<file path="src/rtl/gbe_tx_gmii.sv">
// GMII transmit MAC stage: preamble/SFD insertion, short-frame padding, FCS append
// and inter-frame gap enforcement on a byte stream from the framer.
module gbe_tx_gmii #(
  parameter int IFG_BYTES = 12,
  parameter int MIN_FRAME = 60,
  parameter int MAX_FRAME = 1514,
  parameter int PAD_EN    = 1
) (
  input  logic       mac_clk,
  input  logic       mac_rst,
  input  logic [7:0] mac_tx_data,
  input  logic       mac_tx_dvld,
  output logic       mac_tx_ack,
  input  logic       tx_enable,
  output logic [7:0] gmii_txd,
  output logic       gmii_tx_en,
  output logic       gmii_tx_er,
  output logic       tx_busy,
  output logic       tx_frame_sent,
  output logic       tx_frame_err
);

  localparam logic [15:0] MIN_W    = 16'(MIN_FRAME);
  localparam logic [15:0] MAX_W    = 16'(MAX_FRAME);
  // IDLE itself supplies the last gap cycle, so IFG state lasts IFG_BYTES-1 cycles
  localparam logic [15:0] IFG_LAST = 16'(IFG_BYTES - 2);
  localparam logic [15:0] IFG_FULL = 16'(IFG_BYTES - 1);

  typedef enum logic [2:0] {
    ST_IDLE, ST_PRE, ST_DATA, ST_PAD, ST_FCS, ST_IFG
  } state_t;

  state_t      r_state;
  logic [2:0]  r_pre_cnt;
  logic [1:0]  r_fcs_idx;
  logic [15:0] r_byte_cnt;
  logic [15:0] r_ifg_cnt;
  logic [31:0] r_crc;
  logic        r_over;
  logic        r_err_pend;
  logic        r_ack;
  logic [7:0]  r_txd;
  logic        r_tx_en;
  logic        r_tx_er;
  logic        r_busy;
  logic        r_sent;
  logic        r_err;

  logic [15:0] w_cnt_inc;
  logic [31:0] w_crc_data;
  logic [31:0] w_crc_pad;
  logic [31:0] w_fcs;
  logic [7:0]  w_fcs_byte;

  // Reflected CRC-32, one byte per clock, LSB first
  function automatic logic [31:0] crc_byte(input logic [31:0] crc, input logic [7:0] d);
    logic [31:0] c;
    c = crc;
    for (int b = 0; b < 8; b++) begin
      c = (c[0] ^ d[b]) ? ((c >> 1) ^ 32'hEDB88320) : (c >> 1);
    end
    return c;
  endfunction

  assign w_cnt_inc  = (r_byte_cnt == 16'hFFFF) ? r_byte_cnt : r_byte_cnt + 16'd1;
  assign w_crc_data = crc_byte(r_crc, mac_tx_data);
  assign w_crc_pad  = crc_byte(r_crc, 8'h00);
  assign w_fcs      = ~r_crc;
  assign w_fcs_byte = w_fcs[{r_fcs_idx, 3'b000} +: 8];

  always_ff @(posedge mac_clk) begin
    if (mac_rst) begin
      r_state    <= ST_IDLE;
      r_pre_cnt  <= '0;
      r_fcs_idx  <= '0;
      r_byte_cnt <= '0;
      r_ifg_cnt  <= '0;
      r_crc      <= 32'hFFFFFFFF;
      r_over     <= 1'b0;
      r_err_pend <= 1'b0;
      r_ack      <= 1'b0;
      r_txd      <= 8'h00;
      r_tx_en    <= 1'b0;
      r_tx_er    <= 1'b0;
      r_busy     <= 1'b0;
      r_sent     <= 1'b0;
      r_err      <= 1'b0;
    end else begin
      r_ack  <= 1'b0;
      r_sent <= 1'b0;
      r_err  <= 1'b0;
      case (r_state)
        ST_IDLE: begin
          r_txd   <= 8'h00;
          r_tx_en <= 1'b0;
          r_tx_er <= 1'b0;
          if (mac_tx_dvld && tx_enable) begin
            r_state   <= ST_PRE;
            r_busy    <= 1'b1;
            r_tx_en   <= 1'b1;
            r_txd     <= 8'h55;
            r_pre_cnt <= '0;
          end
        end
        ST_PRE: begin
          if (r_pre_cnt == 3'd6) begin
            r_txd      <= 8'hD5;
            r_ack      <= 1'b1;
            r_state    <= ST_DATA;
            r_byte_cnt <= '0;
            r_crc      <= 32'hFFFFFFFF;
            r_over     <= 1'b0;
          end else begin
            r_txd     <= 8'h55;
            r_pre_cnt <= r_pre_cnt + 3'd1;
          end
        end
        ST_DATA: begin
          if (mac_tx_dvld) begin
            r_txd      <= mac_tx_data;
            r_crc      <= w_crc_data;
            r_byte_cnt <= w_cnt_inc;
            if (r_byte_cnt >= MAX_W) begin
              r_over  <= 1'b1;
              r_tx_er <= 1'b1;
            end
          end else if (r_byte_cnt == 16'd0) begin
            // Empty frame: one error symbol, then a full gap after it
            r_txd      <= 8'h00;
            r_tx_er    <= 1'b1;
            r_err_pend <= 1'b1;
            r_ifg_cnt  <= IFG_FULL;
            r_state    <= ST_IFG;
          end else if (r_over) begin
            r_txd     <= 8'h00;
            r_tx_en   <= 1'b0;
            r_tx_er   <= 1'b0;
            r_err     <= 1'b1;
            r_ifg_cnt <= IFG_LAST;
            r_state   <= ST_IFG;
          end else if ((PAD_EN != 0) && (r_byte_cnt < MIN_W)) begin
            r_txd      <= 8'h00;
            r_crc      <= w_crc_pad;
            r_byte_cnt <= w_cnt_inc;
            r_state    <= ST_PAD;
          end else begin
            r_txd     <= w_fcs[7:0];
            r_fcs_idx <= 2'd1;
            r_state   <= ST_FCS;
          end
        end
        ST_PAD: begin
          if (r_byte_cnt < MIN_W) begin
            r_txd      <= 8'h00;
            r_crc      <= w_crc_pad;
            r_byte_cnt <= w_cnt_inc;
          end else begin
            r_txd     <= w_fcs[7:0];
            r_fcs_idx <= 2'd1;
            r_state   <= ST_FCS;
          end
        end
        ST_FCS: begin
          if (r_fcs_idx == 2'd0) begin
            r_txd     <= 8'h00;
            r_tx_en   <= 1'b0;
            r_sent    <= 1'b1;
            r_ifg_cnt <= IFG_LAST;
            r_state   <= ST_IFG;
          end else begin
            r_txd     <= w_fcs_byte;
            r_fcs_idx <= r_fcs_idx + 2'd1;
          end
        end
        ST_IFG: begin
          r_txd      <= 8'h00;
          r_tx_en    <= 1'b0;
          r_tx_er    <= 1'b0;
          r_err      <= r_err_pend;
          r_err_pend <= 1'b0;
          if (r_ifg_cnt == 16'd0) begin
            r_state <= ST_IDLE;
            r_busy  <= 1'b0;
          end else begin
            r_ifg_cnt <= r_ifg_cnt - 16'd1;
          end
        end
        default: begin
          r_state <= ST_IDLE;
          r_busy  <= 1'b0;
        end
      endcase
    end
  end

  assign mac_tx_ack    = r_ack;
  assign gmii_txd      = r_txd;
  assign gmii_tx_en    = r_tx_en;
  assign gmii_tx_er    = r_tx_er;
  assign tx_busy       = r_busy;
  assign tx_frame_sent = r_sent;
  assign tx_frame_err  = r_err;

endmodule

</file>
<file path="config.mk">
export PLATFORM = sky130hd
export DESIGN_NAME = gbe_tx_gmii
export DESIGN_NICKNAME = d
export VERILOG_FILES = /design/src/rtl/gbe_tx_gmii.sv
export SDC_FILE = /design/constraint.sdc
export NUM_CORES = 1
export LEC_CHECK = 0
export ABC_AREA = 1
export BUFFER_PORTS_ARGS = -buffer_cell sky130_fd_sc_hd__buf_2
export CORE_AREA = 8 8 129 131
export DETAILED_ROUTE_END_ITERATION = 7
export DIE_AREA = 0 0 137 139
export PLACE_DENSITY = 0.77
export SYNTH_ARGS = -nofsm -noshare
export SYNTH_HDL_FRONTEND = slang
export SYNTH_SLANG_ARGS = --single-unit
</file>
<file path="constraint.sdc">
create_clock -name mac_clk -period 2.2 [get_ports mac_clk]
set_input_delay 0.22 -clock mac_clk [delete_from_list [all_inputs] [get_ports mac_clk]]
set_output_delay 0.22 -clock mac_clk [all_outputs]
set_load 0.01 [all_outputs]
</file>
Word level (Yosys, flattened, before mapping)
Cells that the tools add are included.
{ "word_totals": {"regBits": 88, "word_cells": 191} }
{ "op_classes": {"n_shift": 1, "mux": 87, "n_reduce_logical": 28, "order_cmp": 2, "n_bitwise": 27, "n_addsub": 4, "eq_ne": 27} }
{ "ops": {"columns": ["operator", "n"], "rows": [
  ["32-bit two-way mux", 21],
  ["13-bit inverter with 14-bit output", 15],
  ["16-bit two-way mux", 11],
  ["16-bit one-hot mux with 3 select lines", 2],
  ["32-bit one-hot mux with 3 select lines", 1],
  ["8-bit two-way mux", 6],
  ["8-bit one-hot mux with 6 select lines", 1],
  ["3-bit two-way mux", 11],
  ["16-bit zero test", 2],
  ["32-bit inverter", 1],
  ["32-bit by 6-bit variable part select with 8-bit output", 1],
  ["2-bit != test (second input constant)", 15],
  ["1-bit two-way mux", 19],
  ["3-bit one-hot mux with 6 select lines", 1],
  ["16-bit by 1-bit adder with 16-bit output (second input constant)", 1],
  ["16-bit equality test (second input constant)", 1],
  ["16-bit by 11-bit >= comparator with 1-bit output (second input constant)", 1],
  ["16-bit by 6-bit < comparator with 1-bit output (second input constant)", 1],
  ["16-bit by 1-bit subtractor with 16-bit output (second input constant)", 1],
  ["5-bit AND reduction", 3],
  ["3-bit != test (second input constant)", 4],
  ["3-bit AND reduction", 4],
  ["2-bit two-way mux", 5],
  ["3-bit equality test (second input constant)", 3],
  ["other kinds (24)", 45]
]} }

Logic depth before layout (Yosys ltp)
Gate-level depths: netlist of the first run.
{ "depth": {"depth_word": 21, "ltp_mapped": 16, "depth_no_buf": 15} }

Worst setup path before layout of the first run
No wires, ideal clock.
{ "synth_timing": {"path_kind": "register to register", "startpoint": "register r_fcs_idx[0]", "endpoint": "register r_ifg_cnt[10]", "setup_time_ns": 0.132, "arrival_ns": 1.681, "stages_incl_launch_ff": 14, "slack_ns": 0.387, "cell_sequence": "dfxtp_1 inv_1 clkbuf_1 ha_1 inv_1 nand2_1 nand2_1 a21oi_1 nand2_1 nor2_4 inv_2 buf_2 nand2_1 a21oi_1"} }
{ "synth_via": {"elab_chain_cells": 3} }
{ "synth_lines": {"columns": ["item", "line", "text"], "rows": [
  ["start: declaration", "35", "logic [1:0] r_fcs_idx;"],
  ["start signal: assignment", "172", "r_fcs_idx <= r_fcs_idx + 2'd1;"],
  ["2-bit zero test", "164", "if (r_fcs_idx == 2'd0) begin"],
  ["2-bit != test (no source line)", null, null],
  ["5-bit AND reduction (no source line)", null, null],
  ["end signal: assignment", "185", "r_ifg_cnt <= r_ifg_cnt - 16'd1;"],
  ["end: declaration", "37", "logic [15:0] r_ifg_cnt;"]
]} }
Every way passes these cells.
A chain may end at the register's enable or synchronous reset.

Worst setup path after layout of the first run
{ "layout_timing": {"startpoint": "register r_crc[2]", "endpoint": "register r_crc[15]"} }
{ "layout_via": {"elab_chain_cells": 15, "elab_cells_between_ends": 26, "cone_classes": "21 x mux; 5 x bitwise"} }
{ "layout_lines": {"columns": ["item", "line", "text"], "rows": [
  ["start: declaration", "38", "logic [31:0] r_crc;"],
  ["start signal: assignment", "121", "r_crc <= w_crc_data;"],
  ["start signal: assignment", "143", "r_crc <= w_crc_pad;"],
  ["start signal: assignment", "155", "r_crc <= w_crc_pad;"],
  ["32-bit two-way mux (3 in a row)", "60", "c = (c[0] ^ d[b]) ? ((c >> 1) ^ 32'hEDB88320) : (c >> 1);"],
  ["13-bit inverter with 14-bit output (no source line)", null, null],
  ["32-bit two-way mux (4 in a row)", "60", null],
  ["13-bit inverter with 14-bit output (no source line)", null, null],
  ["32-bit two-way mux", "60", null],
  ["32-bit two-way mux", "141, 153", null],
  ["32-bit two-way mux", "134", "end else if (r_over) begin"],
  ["32-bit two-way mux", "127", "end else if (r_byte_cnt == 16'd0) begin"],
  ["32-bit two-way mux", "119", "if (mac_tx_dvld) begin"],
  ["32-bit one-hot mux with 3 select lines *", "92", "case (r_state)"]
]} }
Every way passes the cells marked *; elsewhere a longest branch is shown, timed or not. The select of a mux whose other input is x is not followed.

==> impl_metrics.toml, run 1 <==
[route]
viasPerCell = 5.65
via_count = 7983
first_pass_iters = 6
first_iter_violations = 929
wl_mm = 23.7
wl_per_cell_um = 16.8
drc = 0
ant_nets = 0

[power_and_ir_drop]
p_sw_share_pct = 28.9
power.density_nw_per_um2 = 470
combPwrFrac_pct = 13.8
p_sw_uw = 1090
clkPwrFrac_pct = 42.6
leakagePower_uw = 0.00374
ir_worst_vdd_v = 0.000415
p_seq_share_pct = 43.5
p_total_uw = 3770
cellInternalPower_uw = 2680

[setup_path]
critPathRequiredTime_ps = 2460
worstSetupPathType = "flip-flop to flip-flop"
crit_family = "simple AND/OR/NAND/NOR gates"
cp.arrival_ps = 2300
critPathBufInv = 1
worstPathMaxFanout = 8
cp_cell_sequence = "inv_2, nand2_1, nand2_1, nand2_1, nand2_1, nand3_1, nand2_1, or2_2, nand3_1, o211ai_1, nand2_1, nand2_1"
slowest_stage = "dfxtp_1"
cp-start-kind = "flip-flop"
max_stage_delay_ps = 470
endpoint_kind = "flip-flop"
crit_top_cell = "nand2_1"

[global_route]
grt_pass1_vias = 7383
grt_overflow_total = 0
grt_use_met1_pct = 31.5
grt_pass1_wl_mm = 37.9
use_met3_pct = 6.27
grt_util_met2_pct = 39.4
antenna_found_initial = 1
grt_max_degree = 29
grt_util_all_layers_pct = 24.8
busiest_layer = "met2"

[synthesis]
synthXorXnorAreaFrac_pct = 12.5
netlist_instances = 1177
yosys-mux-area-fraction_pct = 0
synth_area_sq_um = 7190
synth_nets = 1196
yosys.cell_count.top_type = "nand2_1"
ys_top_cells_by_count = "nand2_1 (309), a21oi_1 (112), nor2_1 (107)"
synthTopCellsByArea = "dfxtp_1 (25%), nand2_1 (16%), a21oi_1 (7.8%), xor2_1 (7.6%), nand3_1 (6.4%)"
ys_ff_latch = 88
syn-mean-instance-area_sq_um = 6.11
async_flop_share_pct = 0
synth_top_area_share_pct = 24.5
yosysWarnings = 0
yosysTopAreaCell = "dfxtp_1"
synthAdderAreaFrac_pct = 1.22
ys.flop_type = "dfxtp_1"
synth-edff-count = 0
synth_compound_area_share_pct = 17.8
synthSimpleGateAreaFrac_pct = 34.4
synth_top_family_by_area = "simple AND/OR/NAND/NOR gates"
synth_cell_types = 41
ys_seq_area_share_pct = 24.5

[place]
place_hpwl_mm = 17.5
placedInstanceArea_sq_um = 7690
io_buffers = 25
place_ws_ps = 123
routabilityCongestion = 0.988

[clock_tree]
path_clk_slew_ps = 70
numClockSinks = 88
cts_root_buf = "clkbuf_16"
clockBufferDepth = 2
htree_levels = 3
cts_tree = "done"
clock_latency_ps = 360
cts_hold_buf = 0
cts_buffers = 9

[min_path]
hold_path_class = "input port to flip-flop"

[cells_and_area]
area_growth_pct = 11.7
fin_area_sq_um = 8030
drive_above_1_share_pct = 12.4
nets = 1238
diodes = 0
fillerInstances = 1516

[floorplan]
ioPinCount = 26
core_sq_um = 14800
dieArea_sq_um = 19000
initial_core_util_pct = 48.7
die_y_um = 139
dieWidth_um = 137
row_count = 45

[sta]
worst_pin_slew_ps = 626
setup_viol = 0
drv_slew = 0
period_needed_ps = 2040
tns_ps = 0
finalHoldViolCount = 0
fin_crit_sh_pct = 92.7
skew_ps = 8.85
timing.fmax_ghz = 0.490
slew-limit-headroom_pct = 58.1
rsz0062_at_grt = "false"
fin_ws_ps = 160

[outcome]
status = "finished, final reports clean"

[run]
cap_violations = 0
[sequential cells by signal (all words and copies together) (netlist names), 2 cells and up]
signal,flops
r_crc,32
r_byte_cnt,16
r_ifg_cnt,16
gmii_txd,8
r_pre_cnt,3
r_state,3
r_fcs_idx,2
[what timing repair did]
action                     in CTS  in global routing
resized for setup               0                 10
setup buffers                   0                  1
setup endpoints to repair       0                 37
[worst min-delay path: cells and delay by family]
family                 cells  cell delay (ps)
buffers and inverters      2              140
AOI/OAI and AO/OA          1               60
and+or+nand+nor            2              120
[layout by cell type, fill, tap and decap left out, drive strengths merged, types with 4 or more instances in the layout]
cell type  count
a211oi         4
a21oi        113
a31oi          9
buf           77
clkbuf         9
clkinv         8
dfxtp         88
ha             7
inv          117
nand2        324
nand3         92
nand4         17
nor2         116
nor3          14
o211ai        13
o21ai         92
or2           11
xnor2         37
xor2          63
[per-layer routing]
metal  vias up  wire, um
li1       3911         -
met1      3634      9800
met2       365     10800
met3        71      2260
met4         2       811
met5         -         9
[logic make-up after synthesis]
| family | after synthesis |
|---|---|
| and+or+nand+nor | 577 |
| AOI/OAI and AO/OA | 239 |
| xor gates and xnor gates | 100 |
| buffers and inverters | 166 |
| adders and majority gates | 7 |
| DFF | 88 |
[power by group through the flow]
stage	clock network (uW)	registers [uW]	logic, uW
floorplan	0	1690	340
global placement	0	1680	503
detailed placement	0	1680	509
CTS	1630	1640	512
global route	1690	1650	580
finish	1610	1640	521
[metrics by stage]
step	instances	utilization (%)	hold WS (ps)
after CTS	1411	54.2	213
after global placement	1395	52.1	450
after global routing	1412	54.4	263
after detailed placement	1395	52.1	466
after floorplan	1177	-	429
final	1412	54.4	216
[cell type report]
cell class	instances	area (sq um)	area share, %
well taps	188	235	2.93
flip-flops and latches	88	1760	22.0
clock buffers	9	225	2.81
clock inverters	7	77.6	0.966
repair buffers	77	519	6.47
inverters	120	453	5.64
multi-input cells	923	4750	59.2
[path summary, 6_finish.rpt]
path	startpoint	endpoint	cells past startpoint	slack [ps]
max	r_crc[2]$_SDFFE_PP1P_	r_crc[15]$_SDFFE_PP1P_	12	160
min	mac_tx_data[6]	gmii_txd[6]$_SDFFE_PP0P_	5	220
max reg2reg	r_crc[2]$_SDFFE_PP1P_	r_crc[15]$_SDFFE_PP1P_	12	160
min reg2reg	r_byte_cnt[15]$_SDFFE_PP0P_	r_byte_cnt[15]$_SDFFE_PP0P_	2	470
(Power assumes the default switching activity.)
==> run 2: changes to the inputs <==
- CORE_AREA: 8 8 129 131 -> 2 2 123 125
- DIE_AREA: 0 0 137 139 -> 0 0 125 127
==> run 2 against run 1 <==
Effect of this change: critical path depth down 1; highest routed layer is now met4; power grew 4.4%; clock skew is essentially flat; sequential share of layout area down 0.072 points; clock power up 9.9%; cell count shrank 0.28%; count of clock-buffer cells in the layout is the same; critical endpoint is now r_crc[2]$_SDFFE_PP1P_; critical path type unchanged.
==> impl_metrics.toml, run 2 (synthesis gave the netlist of run 1 again) <==
[run]
cap_violations = 0

[cells_and_area]
diodes = 0
nets = 1238
final_util_pct = 55.8
layout_commonest_cell = "nand2_1"
drive_above_1_share_pct = 12.4
final_cell_mix = "nand2_1 (308), a21oi_1 (112), nor2_1 (106)"
largest-register = "r_crc"
area_growth_pct = 12.0
fillerInstances = 1435
largestRegisters = "r_crc: 32 flops, r_byte_cnt: 16 flops, r_ifg_cnt: 16 flops"
fin_cells = 1408
largest_reg_flops = 32

[route]
first_pass_iters = 8
via_count = 8028
viasPerCell = 5.70
first_iter_violations = 857
wl_mm = 23.6
wl_per_cell_um = 16.8
drc = 0
ant_nets = 0

[global_route]
grt_use_met1_pct = 37.3
grt_pass1_vias = 7401
use_met3_pct = 6.66
busiest_layer = "met2"
grt_pass1_wl_mm = 37.9
grt_util_all_layers_pct = 29.6
grt_overflow_total = 0
antenna_found_initial = 0
grt_max_degree = 37
grt_util_met2_pct = 48.6

[place]
place_ws_ps = 111
routabilityCongestion = 1.00
io_buffers = 25
place_hpwl_mm = 17.5
dp_cells = 1392

[clock_tree]
cts_tree = "done"
htree_levels = 3
clockBufferDepth = 2
postCtsSetupRepairBufs = 0
cts_hold_buf = 0
cts_buffers = 9
numClockSinks = 88
clock_latency_ps = 360
path_clk_slew_ps = 70
cts_root_buf = "clkbuf_16"
cts.repair.resized = 0

[sta]
fin_crit_sh_pct = 95.5
drv_slew = 0
slew-limit-headroom_pct = 56.4
tns_ps = 0
skew_ps = 9.29
worst_pin_slew_ps = 651
finalHoldViolCount = 0
timing.fmax_ghz = 0.476
setup_viol = 0
rsz0062_at_grt = "false"
fin_ws_ps = 98.6
period_needed_ps = 2100

[setup_path]
rrSetupSlack_ps = 100
endpoint_kind = "flip-flop"
worstSetupPathType = "flip-flop to flip-flop"
cp.arrival_ps = 2390
worstPathMaxFanout = 13
cp-start-kind = "flip-flop"
critPathRequiredTime_ps = 2490

[floorplan]
dieArea_sq_um = 15900
die_y_um = 127
dieWidth_um = 125
row_count = 44
ioPinCount = 26
core_sq_um = 14400
initial_core_util_pct = 49.8

[power_and_ir_drop]
leakagePower_uw = 0.00375
ir_worst_vdd_v = 0.000592
power.density_nw_per_um2 = 489

[outcome]
status = "finished, final reports clean"

[min_path]
hold_path_class = "input port to flip-flop"
## run 2: where the power goes
part,leakage (uW),switching (uW),total (uW),internal [uW]
clock,0.000160,753,1770,1020
sequential,0.000711,20.7,1640,1620
combinational,0.00288,354,524,169
## run 2: cell type report
cell class	instances	area, sq um	area share, %
flip-flops and latches	88	1760	21.9
clock buffers	9	225	2.80
multi-input cells	923	4750	58.9
clock inverters	7	108	1.34
inverters	120	450	5.59
well taps	184	230	2.86
repair buffers	77	528	6.56
## run 2: through the flow
stage | power (uW) | hold slack, ps | area [sq um]
floorplan | 2030 | 429 | 7190
global placement | 2190 | 449 | 7710
detailed placement | 2190 | 456 | 7710
CTS | 3960 | 215 | 8040
global route | 4070 | 285 | 8050
finish | 3940 | 224 | 8050
## run 2: metal layers
metal | vias up | routed length [um]
li1 | 3909 | -
met1 | 3597 | 9690
met2 | 437 | 10700
met3 | 85 | 2260
met4 | 0 | 987
met5 | - | 0
## run 2: worst max-delay path: stages, from the launching register on
cell and delay [ps]:
dfxtp_1 340, inv_2 120, nand2_4 80, nor2_4 180, nand2_2 120, buf_4 200
inv_1 140, buf_4 240, o21ai_0 110, a21oi_1 270, o21ai_0 130, o211ai_1 90
## run 2: path summary, 6_finish.rpt
check / start / endpoint / cells past startpoint
setup / recovery: r_state[2]$_SDFFE_PP0P_ / r_crc[2]$_SDFFE_PP1P_ / 11
setup reg to reg: r_state[2]$_SDFFE_PP0P_ / r_crc[2]$_SDFFE_PP1P_ / 11
hold / removal: mac_tx_data[6] / gmii_txd[6]$_SDFFE_PP0P_ / 5
hold reg to reg: r_err_pend$_SDFFE_PP0P_ / r_err_pend$_SDFFE_PP0P_ / 2
==> run 3: changes to the inputs <==
- ABC_AREA: 1 -> default
- CORE_AREA: 2 2 123 125 -> 2 2 115 117
- DIE_AREA: 0 0 125 127 -> 0 0 117 119
==> run 3 against run 2 <==
Effect of this change: register-to-register slack lost 60 ps; fmax shrank 2.7%; cell count shrank 28%; critical path type unchanged; largest power group unchanged; highest routed layer unchanged.
==> impl_metrics.toml, run 3 <==
[outcome]
status = "finished, final reports clean"

[setup_path]
worstSetupPathType = "flip-flop to flip-flop"
worstReg2RegStart = "r_byte_cnt[12]$_SDFFE_PP0P_"
r2r-end = "r_ifg_cnt[4]$_SDFFE_PP0P_"
cp_cell_sequence = "nor3_4, and4_4, a21oi_2, a211oi_4, buf_6, nand2_2, or3_1, a21oi_1"
critPathRequiredTime_ps = 2470
reg2reg_depth = 8
slowest_stage = "a211oi_4"
worstPathMaxFanout = 5
cp-start-kind = "flip-flop"
rrSetupSlack_ps = 40
max_stage_delay_ps = 370
cp.arrival_ps = 2430
endpoint_kind = "flip-flop"

[min_path]
worstHoldEndpoint = "r_crc[29]$_SDFFE_PP1P_"
hold_path_class = "input port to flip-flop"
hold_depth = 3
hold_start = "mac_rst"

[synthesis]
syn-mean-instance-area_sq_um = 8.32
ys.flop_type = "dfxtp_1"
synth_cell_types = 70
synth-edff-count = 0
synth_top_area_share_pct = 28.4
yosysTopAreaCell = "dfxtp_1"
synth_nets = 763
async_flop_share_pct = 0
ys_top_cells_by_count = "dfxtp_1 (88), xnor2_1 (78), nor2_1 (71)"
netlist_instances = 744
ys_seq_area_share_pct = 28.4
synth_area_sq_um = 6190
yosys.cell_count.top_type = "dfxtp_1"
synthTopCellsByArea = "dfxtp_1 (28%), xnor2_1 (11%), xor2_1 (7.2%), a21oi_1 (5.1%), nor2_1 (4.3%)"
yosysWarnings = 0
ys_ff_latch = 88

[cells_and_area]
fin_cells = 1012
drive_above_1_share_pct = 26.9
largestRegisters = "r_crc: 32 flops, r_byte_cnt: 16 flops, r_ifg_cnt: 16 flops"
largest-register = "r_crc"
area_growth_pct = 23.5
layout_commonest_cell = "buf_4"
final_cell_mix = "buf_4 (102), dfxtp_1 (82), xnor2_1 (72)"
nets = 850
fillerInstances = 1106
diodes = 0
largest_reg_flops = 32

[power_and_ir_drop]
p_total_uw = 4010
leakagePower_uw = 0.00280
ir_worst_vdd_v = 0.000359
power.density_nw_per_um2 = 524

[place]
place_ws_ps = -20.0
dp_cells = 994
place_hpwl_mm = 14.0
routabilityCongestion = 0.982
io_buffers = 25

[sta]
whs_ps = 318
timing.fmax_ghz = 0.463
worst_pin_slew_ps = 578
setup_viol = 0
skew_ps = 10.9
period_needed_ps = 2160
fin_crit_sh_pct = 98.1
rsz0062_at_grt = "true"
slew-limit-headroom_pct = 61.3
finalHoldViolCount = 0
drv_slew = 0
fin_ws_ps = 41.1

[clock_tree]
cts_buffers = 9
cts_tree = "done"
htree_levels = 3
numClockSinks = 88
cts_root_buf = "clkbuf_16"
clockBufferDepth = 2
clock_latency_ps = 360
path_clk_slew_ps = 60

[global_route]
grt_pass1_wl_mm = 30.8
grt_overflow_total = 0
grt_pass1_vias = 5866
grt_max_degree = 30
grt_util_all_layers_pct = 28.5
antenna_found_initial = 0

[route]
ant_nets = 0
wl_mm = 19.9
first_pass_iters = 5
first_iter_violations = 759
wl_per_cell_um = 19.7
via_count = 6311
viasPerCell = 6.24
drc = 0

[floorplan]
core_sq_um = 12900
ioPinCount = 26
initial_core_util_pct = 48.1
dieWidth_um = 117
die_y_um = 119
row_count = 42
dieArea_sq_um = 13900

[run]
cap_violations = 0
[run 3: cell types whose count changed in the layout (fill, tap and decap cells not counted), moves of 11 or more]
| cell | delta |
|---|---|
| nand4_1 | -12 |
| o21ai_0 | -56 |
| buf_4 | +51 |
| xor2_1 | -11 |
| nand3_1 | -79 |
| inv_1 | -85 |
| nor2_1 | -38 |
| inv_2 | -18 |
| a221o_1 | +12 |
| xnor2_1 | +37 |
| nand2b_1 | +11 |
| a21oi_1 | -53 |
| nand2_1 | -265 |
[run 3: how the worst max path moves through the flow]
stage,cells past startpoint,startpoint,slack [ps],to
floorplan,6,r_ifg_cnt[3]$_SDFFE_PP0P_,30,r_state[2]$_SDFFE_PP0P_
global placement,7,r_crc[1]$_SDFFE_PP1P_,3,r_crc[23]$_SDFFE_PP1P_
detailed placement,6,r_crc[5]$_SDFFE_PP1P_,-20,r_crc[18]$_SDFFE_PP1P_
CTS,8,r_byte_cnt[12]$_SDFFE_PP0P_,0.8,r_ifg_cnt[4]$_SDFFE_PP0P_
global route,8,r_ifg_cnt[4]$_SDFFE_PP0P_,-50,r_state[0]$_SDFFE_PP0P_
finish,8,r_byte_cnt[12]$_SDFFE_PP0P_,40,r_ifg_cnt[4]$_SDFFE_PP0P_
[run 3: through the flow]
stage	TNS (ps)	area (sq um)	util, %
4_1_cts	0	7460	57.9
3_5_place_dp	-44.4	7110	55.2
3_3_place_gp	0	7110	55.2
2_1_floorplan	0	6190	-
6_report	0	7650	59.4
5_1_grt	-412	7650	59.4
[run 3: kinds of logic after synthesis]
group,after synthesis,share of synthesized area [%]
buf+inv,67,4.44
fa+ha+maj,7,1.41
compound gates,209,23.0
mux,9,3.09
simple gates,227,18.4
flops,88,28.4
xor+xnor,137,21.3
[run 3: layout make-up]
cell class,instances,area (sq um),share of cell area (%)
multi-input combinational,589,4330,56.6
sequential,88,1770,23.1
timing repair buffer,131,945,12.3
clock buffer,11,233,3.04
tap,176,220,2.88
clock inverter,5,105,1.37
inverter,12,45.0,0.589
[run 3: timing repair]
action | 4_1_cts | 5_1_grt
setup endpoints to repair | 5 | 47
hold buffers | 0 | 0
pin swaps | 0 | 21
buffers inserted | 0 | 2
cloned | 0 | 1
gates resized for setup | 3 | 54
[run 3: worst max-delay path, delay by kind of cell (launching register included)]
kind	cells	cell delay, ps
AOI/OAI and AO/OA	3	630
buffers and inverters	1	180
DFF	1	360
and+or+nand+nor	4	910
[run 3: power by group]
| part | internal, uW | leakage, uW | total, uW | switching (uW) |
|---|---|---|---|---|
| clock network | 1110 | 0.000156 | 1780 | 666 |
| logic | 260 | 0.00193 | 610 | 350 |
| registers | 1610 | 0.000713 | 1620 | 10.7 |
[run 3: routing by layer]
layer	track usage, %	share of wire [%]
met5	0	0
met4	10.5	3.1
met3	7.74	9.6
met2	44.7	48
met1	37.3	40
